[config.mk]
export PLATFORM = sky130hd
export DESIGN_NAME = ir_nec_decoder
export DESIGN_NICKNAME = d
export VERILOG_FILES = /design/src/rtl/ir_nec_pkg.sv /design/src/rtl/ir_pulse_timer.sv /design/src/rtl/ir_nec_decoder.sv
export SDC_FILE = /design/constraint.sdc
export NUM_CORES = 1
export LEC_CHECK = 0
export ABC_AREA = 1
export BUFFER_PORTS_ARGS = -buffer_cell sky130_fd_sc_hd__buf_2
export CORE_MARGIN = 2
export CORE_UTILIZATION = 55
export CTS_BUF_LIST = sky130_fd_sc_hd__clkbuf_8 sky130_fd_sc_hd__clkbuf_16
export CTS_CLUSTER_DIAMETER = 50
export DETAILED_ROUTE_END_ITERATION = 7
export GPL_TIMING_DRIVEN = 1
export HOLD_SLACK_MARGIN = 0.02
export PLACE_DENSITY = 0.73
export SKIP_LAST_GASP = 1
export SYNTH_ARGS = -nofsm -noshare
export SYNTH_HDL_FRONTEND = slang
export SYNTH_HIERARCHICAL = 1
export SYNTH_SLANG_ARGS = --single-unit
[constraint.sdc]
create_clock -name clock -period 2.16 [get_ports clock]
set_input_delay 0 -clock clock [delete_from_list [all_inputs] [get_ports clock]]
set_output_delay 0 -clock clock [all_outputs]
set_load 0.03 [all_outputs]
[src/rtl/ir_nec_pkg.sv]
// Shared definitions for the NEC IR decoder: FSM encoding, timing windows
// (in ticks) and the width-counter size.
package ir_nec_pkg;

  localparam int CNT_W = 12;
  localparam logic [CNT_W-1:0] CNT_MAX = 12'd4095;

  typedef enum logic [2:0] {
    ST_IDLE       = 3'd0,
    ST_LEAD_MARK  = 3'd1,
    ST_LEAD_SPACE = 3'd2,
    ST_BIT_MARK   = 3'd3,
    ST_BIT_SPACE  = 3'd4,
    ST_CHECK      = 3'd5
  } nec_state_t;

  // Acceptance windows, inclusive, in ticks
  localparam logic [CNT_W-1:0] LEAD_MARK_MIN    = 12'd800;
  localparam logic [CNT_W-1:0] LEAD_MARK_MAX    = 12'd1000;
  localparam logic [CNT_W-1:0] LEAD_SPACE_MIN   = 12'd400;
  localparam logic [CNT_W-1:0] LEAD_SPACE_MAX   = 12'd500;
  localparam logic [CNT_W-1:0] REPEAT_SPACE_MIN = 12'd180;
  localparam logic [CNT_W-1:0] REPEAT_SPACE_MAX = 12'd270;
  localparam logic [CNT_W-1:0] BIT_MARK_MIN     = 12'd40;
  localparam logic [CNT_W-1:0] BIT_MARK_MAX     = 12'd75;
  localparam logic [CNT_W-1:0] ZERO_MIN         = 12'd40;
  localparam logic [CNT_W-1:0] ZERO_MAX         = 12'd75;
  localparam logic [CNT_W-1:0] ONE_MIN          = 12'd140;
  localparam logic [CNT_W-1:0] ONE_MAX          = 12'd200;

  function automatic logic in_window(input logic [CNT_W-1:0] w,
                                     input logic [CNT_W-1:0] lo,
                                     input logic [CNT_W-1:0] hi);
    return (w >= lo) && (w <= hi);
  endfunction

endpackage

[src/rtl/ir_pulse_timer.sv]
// Input conditioning for the IR line: 2-FF synchronizer, edge detector and a
// tick-based saturating counter that measures the width of the current level.
module ir_pulse_timer
  import ir_nec_pkg::*;
#(
  parameter int TICK_DIV = 500
) (
  input  logic             clock,
  input  logic             resetn,
  input  logic             ir_rx,
  output logic             fall,
  output logic             rise,
  output logic [CNT_W-1:0] width
);

  localparam int PW = (TICK_DIV > 1) ? $clog2(TICK_DIV) : 1;
  localparam logic [PW-1:0] PRESC_LAST = PW'(TICK_DIV - 1);

  logic            r_sync1;
  logic            r_sync2;
  logic            r_prev;
  logic [PW-1:0]   r_presc;
  logic [CNT_W-1:0] r_width;
  logic            w_edge;
  logic            w_tick;

  // Synchronize the asynchronous pin and keep one delayed copy; the line
  // idles high so reset to 1 to avoid a spurious edge after reset.
  always_ff @(posedge clock or negedge resetn) begin
    if (!resetn) begin
      r_sync1 <= 1'b1;
      r_sync2 <= 1'b1;
      r_prev  <= 1'b1;
    end else begin
      r_sync1 <= ir_rx;
      r_sync2 <= r_sync1;
      r_prev  <= r_sync2;
    end
  end

  assign fall   = r_prev & ~r_sync2;
  assign rise   = ~r_prev & r_sync2;
  assign w_edge = fall | rise;
  assign w_tick = (r_presc == PRESC_LAST);
  assign width  = r_width;

  // Prescaler plus saturating tick counter, both restarted on every edge
  always_ff @(posedge clock or negedge resetn) begin
    if (!resetn) begin
      r_presc <= '0;
      r_width <= '0;
    end else if (w_edge) begin
      r_presc <= '0;
      r_width <= '0;
    end else begin
      r_presc <= w_tick ? '0 : r_presc + 1'b1;
      if (w_tick && (r_width != CNT_MAX)) r_width <= r_width + 1'b1;
    end
  end

endmodule

[src/rtl/ir_nec_decoder.sv]
// NEC IR frame decoder: walks leader / 32 data bits / check, holds the last
// valid {address, command} and pulses code_valid, repeat_pulse or frame_err.
module ir_nec_decoder
  import ir_nec_pkg::*;
#(
  parameter int TICK_DIV      = 500,
  parameter int TIMEOUT_TICKS = 1100
) (
  input  logic        clock,
  input  logic        resetn,
  input  logic        ir_rx,
  output logic [15:0] ir_code,
  output logic        code_valid,
  output logic        repeat_pulse,
  output logic        frame_err,
  output logic [2:0]  o_dbg_state
);

  localparam logic [CNT_W-1:0] TIMEOUT_W = CNT_W'(TIMEOUT_TICKS);

  logic             w_fall;
  logic             w_rise;
  logic [CNT_W-1:0] w_width;
  logic             w_timeout;
  logic             w_is_zero;
  logic             w_is_one;
  logic [7:0]       w_addr;
  logic [7:0]       w_cmd;
  logic [7:0]       w_cmd_n;

  nec_state_t  r_state;
  logic [31:0] r_shift;
  logic [4:0]  r_bitcnt;
  logic [15:0] r_code;
  logic        r_valid;
  logic        r_rep;
  logic        r_err;

  ir_pulse_timer #(.TICK_DIV(TICK_DIV)) u_timer (
    .clock  (clock),
    .resetn (resetn),
    .ir_rx  (ir_rx),
    .fall   (w_fall),
    .rise   (w_rise),
    .width  (w_width)
  );

  assign w_timeout = (r_state != ST_IDLE) && (w_width > TIMEOUT_W);
  assign w_is_zero = in_window(w_width, ZERO_MIN, ZERO_MAX);
  assign w_is_one  = in_window(w_width, ONE_MIN, ONE_MAX);
  assign w_addr    = r_shift[7:0];
  assign w_cmd     = r_shift[23:16];
  assign w_cmd_n   = r_shift[31:24];

  // Protocol FSM; timeout has priority over any edge seen in the same cycle.
  // The address complement byte is deliberately ignored (extended NEC).
  always_ff @(posedge clock or negedge resetn) begin
    if (!resetn) begin
      r_state  <= ST_IDLE;
      r_shift  <= '0;
      r_bitcnt <= '0;
      r_code   <= '0;
      r_valid  <= 1'b0;
      r_rep    <= 1'b0;
      r_err    <= 1'b0;
    end else begin
      r_valid <= 1'b0;
      r_rep   <= 1'b0;
      r_err   <= 1'b0;
      if (w_timeout) begin
        r_err   <= 1'b1;
        r_state <= ST_IDLE;
      end else begin
        case (r_state)
          ST_IDLE: begin
            if (w_fall) r_state <= ST_LEAD_MARK;
          end
          ST_LEAD_MARK: begin
            if (w_rise) begin
              if (in_window(w_width, LEAD_MARK_MIN, LEAD_MARK_MAX)) begin
                r_state <= ST_LEAD_SPACE;
              end else begin
                r_err   <= 1'b1;
                r_state <= ST_IDLE;
              end
            end
          end
          ST_LEAD_SPACE: begin
            if (w_fall) begin
              if (in_window(w_width, LEAD_SPACE_MIN, LEAD_SPACE_MAX)) begin
                r_bitcnt <= '0;
                r_state  <= ST_BIT_MARK;
              end else if (in_window(w_width, REPEAT_SPACE_MIN, REPEAT_SPACE_MAX)) begin
                r_rep   <= 1'b1;
                r_state <= ST_IDLE;
              end else begin
                r_err   <= 1'b1;
                r_state <= ST_IDLE;
              end
            end
          end
          ST_BIT_MARK: begin
            if (w_rise) begin
              if (in_window(w_width, BIT_MARK_MIN, BIT_MARK_MAX)) begin
                r_state <= ST_BIT_SPACE;
              end else begin
                r_err   <= 1'b1;
                r_state <= ST_IDLE;
              end
            end
          end
          ST_BIT_SPACE: begin
            if (w_fall) begin
              if (w_is_zero || w_is_one) begin
                r_shift  <= {w_is_one, r_shift[31:1]};
                r_bitcnt <= r_bitcnt + 1'b1;
                r_state  <= (r_bitcnt == 5'd31) ? ST_CHECK : ST_BIT_MARK;
              end else begin
                r_err   <= 1'b1;
                r_state <= ST_IDLE;
              end
            end
          end
          ST_CHECK: begin
            if (w_cmd == ~w_cmd_n) begin
              r_code  <= {w_addr, w_cmd};
              r_valid <= 1'b1;
            end else begin
              r_err <= 1'b1;
            end
            r_state <= ST_IDLE;
          end
          default: r_state <= ST_IDLE;
        endcase
      end
    end
  end

  assign ir_code      = r_code;
  assign code_valid   = r_valid;
  assign repeat_pulse = r_rep;
  assign frame_err    = r_err;
  assign o_dbg_state  = r_state;

endmodule

==> flow_metrics.py <==
metrics = {
    "synthesis": {
        "syn_nets": 574,
        "async_flop_share_pct": 100,
        "syn_area_mm2": 0.00439,
        "syn_area_per_cell_um2": 7.77,
        "synth_cell_types": 35,
        "synth_top_flop_cell": "dfrtp_1",
        "seq_area_frac_synth_pct": 47.4,
        "synth_edf_count": 0,
        "ys_warn_count": 6,
        "synth-seq-cells": 83,
        "syn_inst": 565,
    },
    "route": {
        "ant_nets": 0,
        "vias_per_cell": 4.97,
        "wl_per_cell_um": 11.8,
        "drc": 0,
        "wl_um": 8320,
        "via_count": 3502,
        "initialDrtViolationCount": 212,
        "dr.pass1.iters": 4,
    },
    "sta": {
        "period_minus_slack_ps": 1930,
        "maxSlewHeadroom_pct": 60.8,
        "setup-tns-final_ps": 0,
        "period_share_pct": 89.4,
        "timing.final.ws_setup_ps": 229,
        "max_freq_mhz": 518,
        "skew_ps": 8.73,
        "hold_viol": 0,
        "tightest_slew_ps": 588,
        "holdWs_ps": 171,
        "slew_violations": 0,
        "setup_viol": 0,
        "rsz0062_at_grt": "no",
    },
    "pwr": {
        "p_leak_nw": 2.57,
        "power_density_mw_per_mm2": 669,
        "switching_share_pct": 27.2,
        "p_seq_share_pct": 50.1,
        "ir_drop_v": 0.000405,
        "p_clk_share_pct": 39.0,
        "internal-power_mw": 2.36,
        "p_switching_mw": 0.883,
        "combPwrFrac_pct": 10.9,
    },
    "grt": {
        "grt_antenna_before_repair": 0,
        "gr-usage-all-layers_pct": 21.2,
        "overflow": 0,
        "grt_pass1_vias": 3262,
        "grt_pass1_wl_um": 14700,
        "grt_max_degree": 49,
    },
    "die": {
        "die-area_mm2": 0.00871,
        "dieHeight_um": 93.3,
        "pin_count": 25,
        "die_w_um": 93.3,
        "core-area_mm2": 0.00773,
        "start_util_pct": 56.8,
        "rows": 32,
    },
    "setup_path": {
        "arrival_ps": 2160,
        "crit_path_max_fanout": 33,
        "critPathLaunchType": "register",
        "worst_setup_path_end_kind": "register",
        "crit_type": "register to register",
        "required_ps": 2390,
        "cp_cell_sequence": "inv_2 > nand2_2 > nor2_2 > nand4_1 > nand2_1 > inv_2 > nand2_4 > nand2_2 > nand2_1 > o21ai_0",
        "slowest_stage": "dfrtp_1",
        "max_stage_delay_ps": 500,
    },
    "placement": {
        "placedCellCount": 686,
        "dpl_cell_area_mm2": 0.00461,
        "post-place-ws_ps": 272,
        "hpwl_um": 5870,
        "globalplace.congestion": 0.937,
        "io_buffers": 24,
    },
    "clocking": {
        "htreeDepth": 3,
        "cts_tree": "yes",
        "clock_latency_ps": 360,
        "clock_sinks": 83,
        "cts.clk_slew.worst_paths_ps": 90,
        "max-clock-path-buffers": 2,
        "cts_inserted_buffers": 9,
        "cts_root_buf": "clkbuf_8",
    },
    "cells_and_area": {
        "drive_gt1_share_pct": 15.0,
        "fin_area_mm2": 0.00485,
        "layout_commonest_cell": "nand2_1",
        "stdcell_count": 704,
        "antennaDiodeCount": 0,
        "fin_nets": 606,
        "final_cell_mix": "nand2_1 (216), dfrtp_1 (80), inv_1 (58)",
        "area.growth.synth_to_final_pct": 10.6,
    },
    "status": {
        "status": "finished, final reports clean",
    },
    "worst_hold_path": {
        "hold_class": "input port to async pin",
    },
    "job": {
        "cap_viol_max_count": 0,
    },
}
## critical path: cells and delay by family (launching register included)
kind / cells / cell delay, ps
simple gates: 7 / 1050
compound gates: 1 / 90
buf+inv: 2 / 170
flops: 1 / 500
## registers in the layout (all words and copies together), names as in the netlist
signal           count
code_valid           1
frame_err            1
u_timer/r_presc      9
ir_code             16
o_dbg_state          3
u_timer/r_sync2      1
r_bitcnt             5
u_timer/r_prev       1
repeat_pulse         1
u_timer/width       12
u_timer/r_sync1      1
r_shift             32
## cell type report
class | instances | area [µm²]
clock inverter | 7 | 98.8
tap | 102 | 128
inverter | 62 | 233
clock buffer | 9 | 124
fill | 668 | 2870
sequential | 83 | 2080
timing repair buffer | 33 | 208
multi-input combinational | 408 | 1980
## power groups by stage
stage                     sequential (mW)  combinational (mW)  clock [mW]
after global routing                 1.63               0.403        1.35
after CTS                            1.63               0.354        1.30
after global placement               1.66               0.340           0
final                                1.63               0.353        1.27
after detailed placement             1.66               0.350           0
after floorplan                      1.68               0.210           0
## per-layer routing
layer	part of all wire, %	vias up	GRT usage [%]	routed length (µm)
li1	-	1826	-	-
met5	0	-	0	0
met1	50	1607	29.9	4120
met3	3.3	10	2.90	275
met4	1.8	0	8.46	148
met2	45	59	33.3	3780
## synth_stat cells (4+ instances only)
cell | number | area (µm²)
nand2_4 | 4 | 45.0
xor2_1 | 11 | 96.3
ha_1 | 6 | 75.1
buf_2 | 7 | 35.0
nand2_1 | 216 | 811
nor2_2 | 4 | 25.0
nor2_1 | 43 | 161
nand3_1 | 36 | 180
dfrtp_1 | 80 | 2000
a21oi_1 | 8 | 40.0
nor2_4 | 4 | 45.0
nor3_1 | 8 | 40.0
nand2_2 | 13 | 81.3
inv_1 | 58 | 218
inv_2 | 4 | 15.0
o21ai_1 | 11 | 55.1
o21ai_0 | 16 | 80.1
nand4_1 | 8 | 50.1
o21ai_2 | 4 | 35.0
## final timing paths
kind                       cells after the start  slack [ps]              end              from
min                                            2         170       ir_code[8]            resetn
max                                           10         230      ir_code[15]  u_timer/width[5]
max reg2reg                                   10         230      ir_code[15]  u_timer/width[5]
min in group clock                             2         290  u_timer/r_sync1             ir_rx
min reg2reg                                    0         370  u_timer/r_sync2   u_timer/r_sync1
max in group asynchronous                      3        1230   u_timer/r_prev            resetn
## kinds of logic (layout without fill, tap and decap cells)
logic type	count (synthesis)	count (layout)	share of synthesized area (%)
compound gates	43	43	5.47
xor+xnor	14	14	2.79
fa+ha+maj	6	6	1.71
buf+inv	74	111	7.41
flops	83	83	47.4
simple gates	345	345	35.2
## through the flow
step           utilization (%)  power, mW
3_3_place_gp              59.7       2.00
6_report                  62.8       3.25
2_1_floorplan                -       1.89
5_1_grt                   62.8       3.39
4_1_cts                   62.8       3.28
3_5_place_dp              59.7       2.01
## what timing repair did
action                                 CTS  global route
endpoints found under the hold margin   47             0
hold buffers                             2             0
buffers inserted                         0             0
resized for setup                        0             0
No activity file was read; power rests on OpenSTA's default activity.
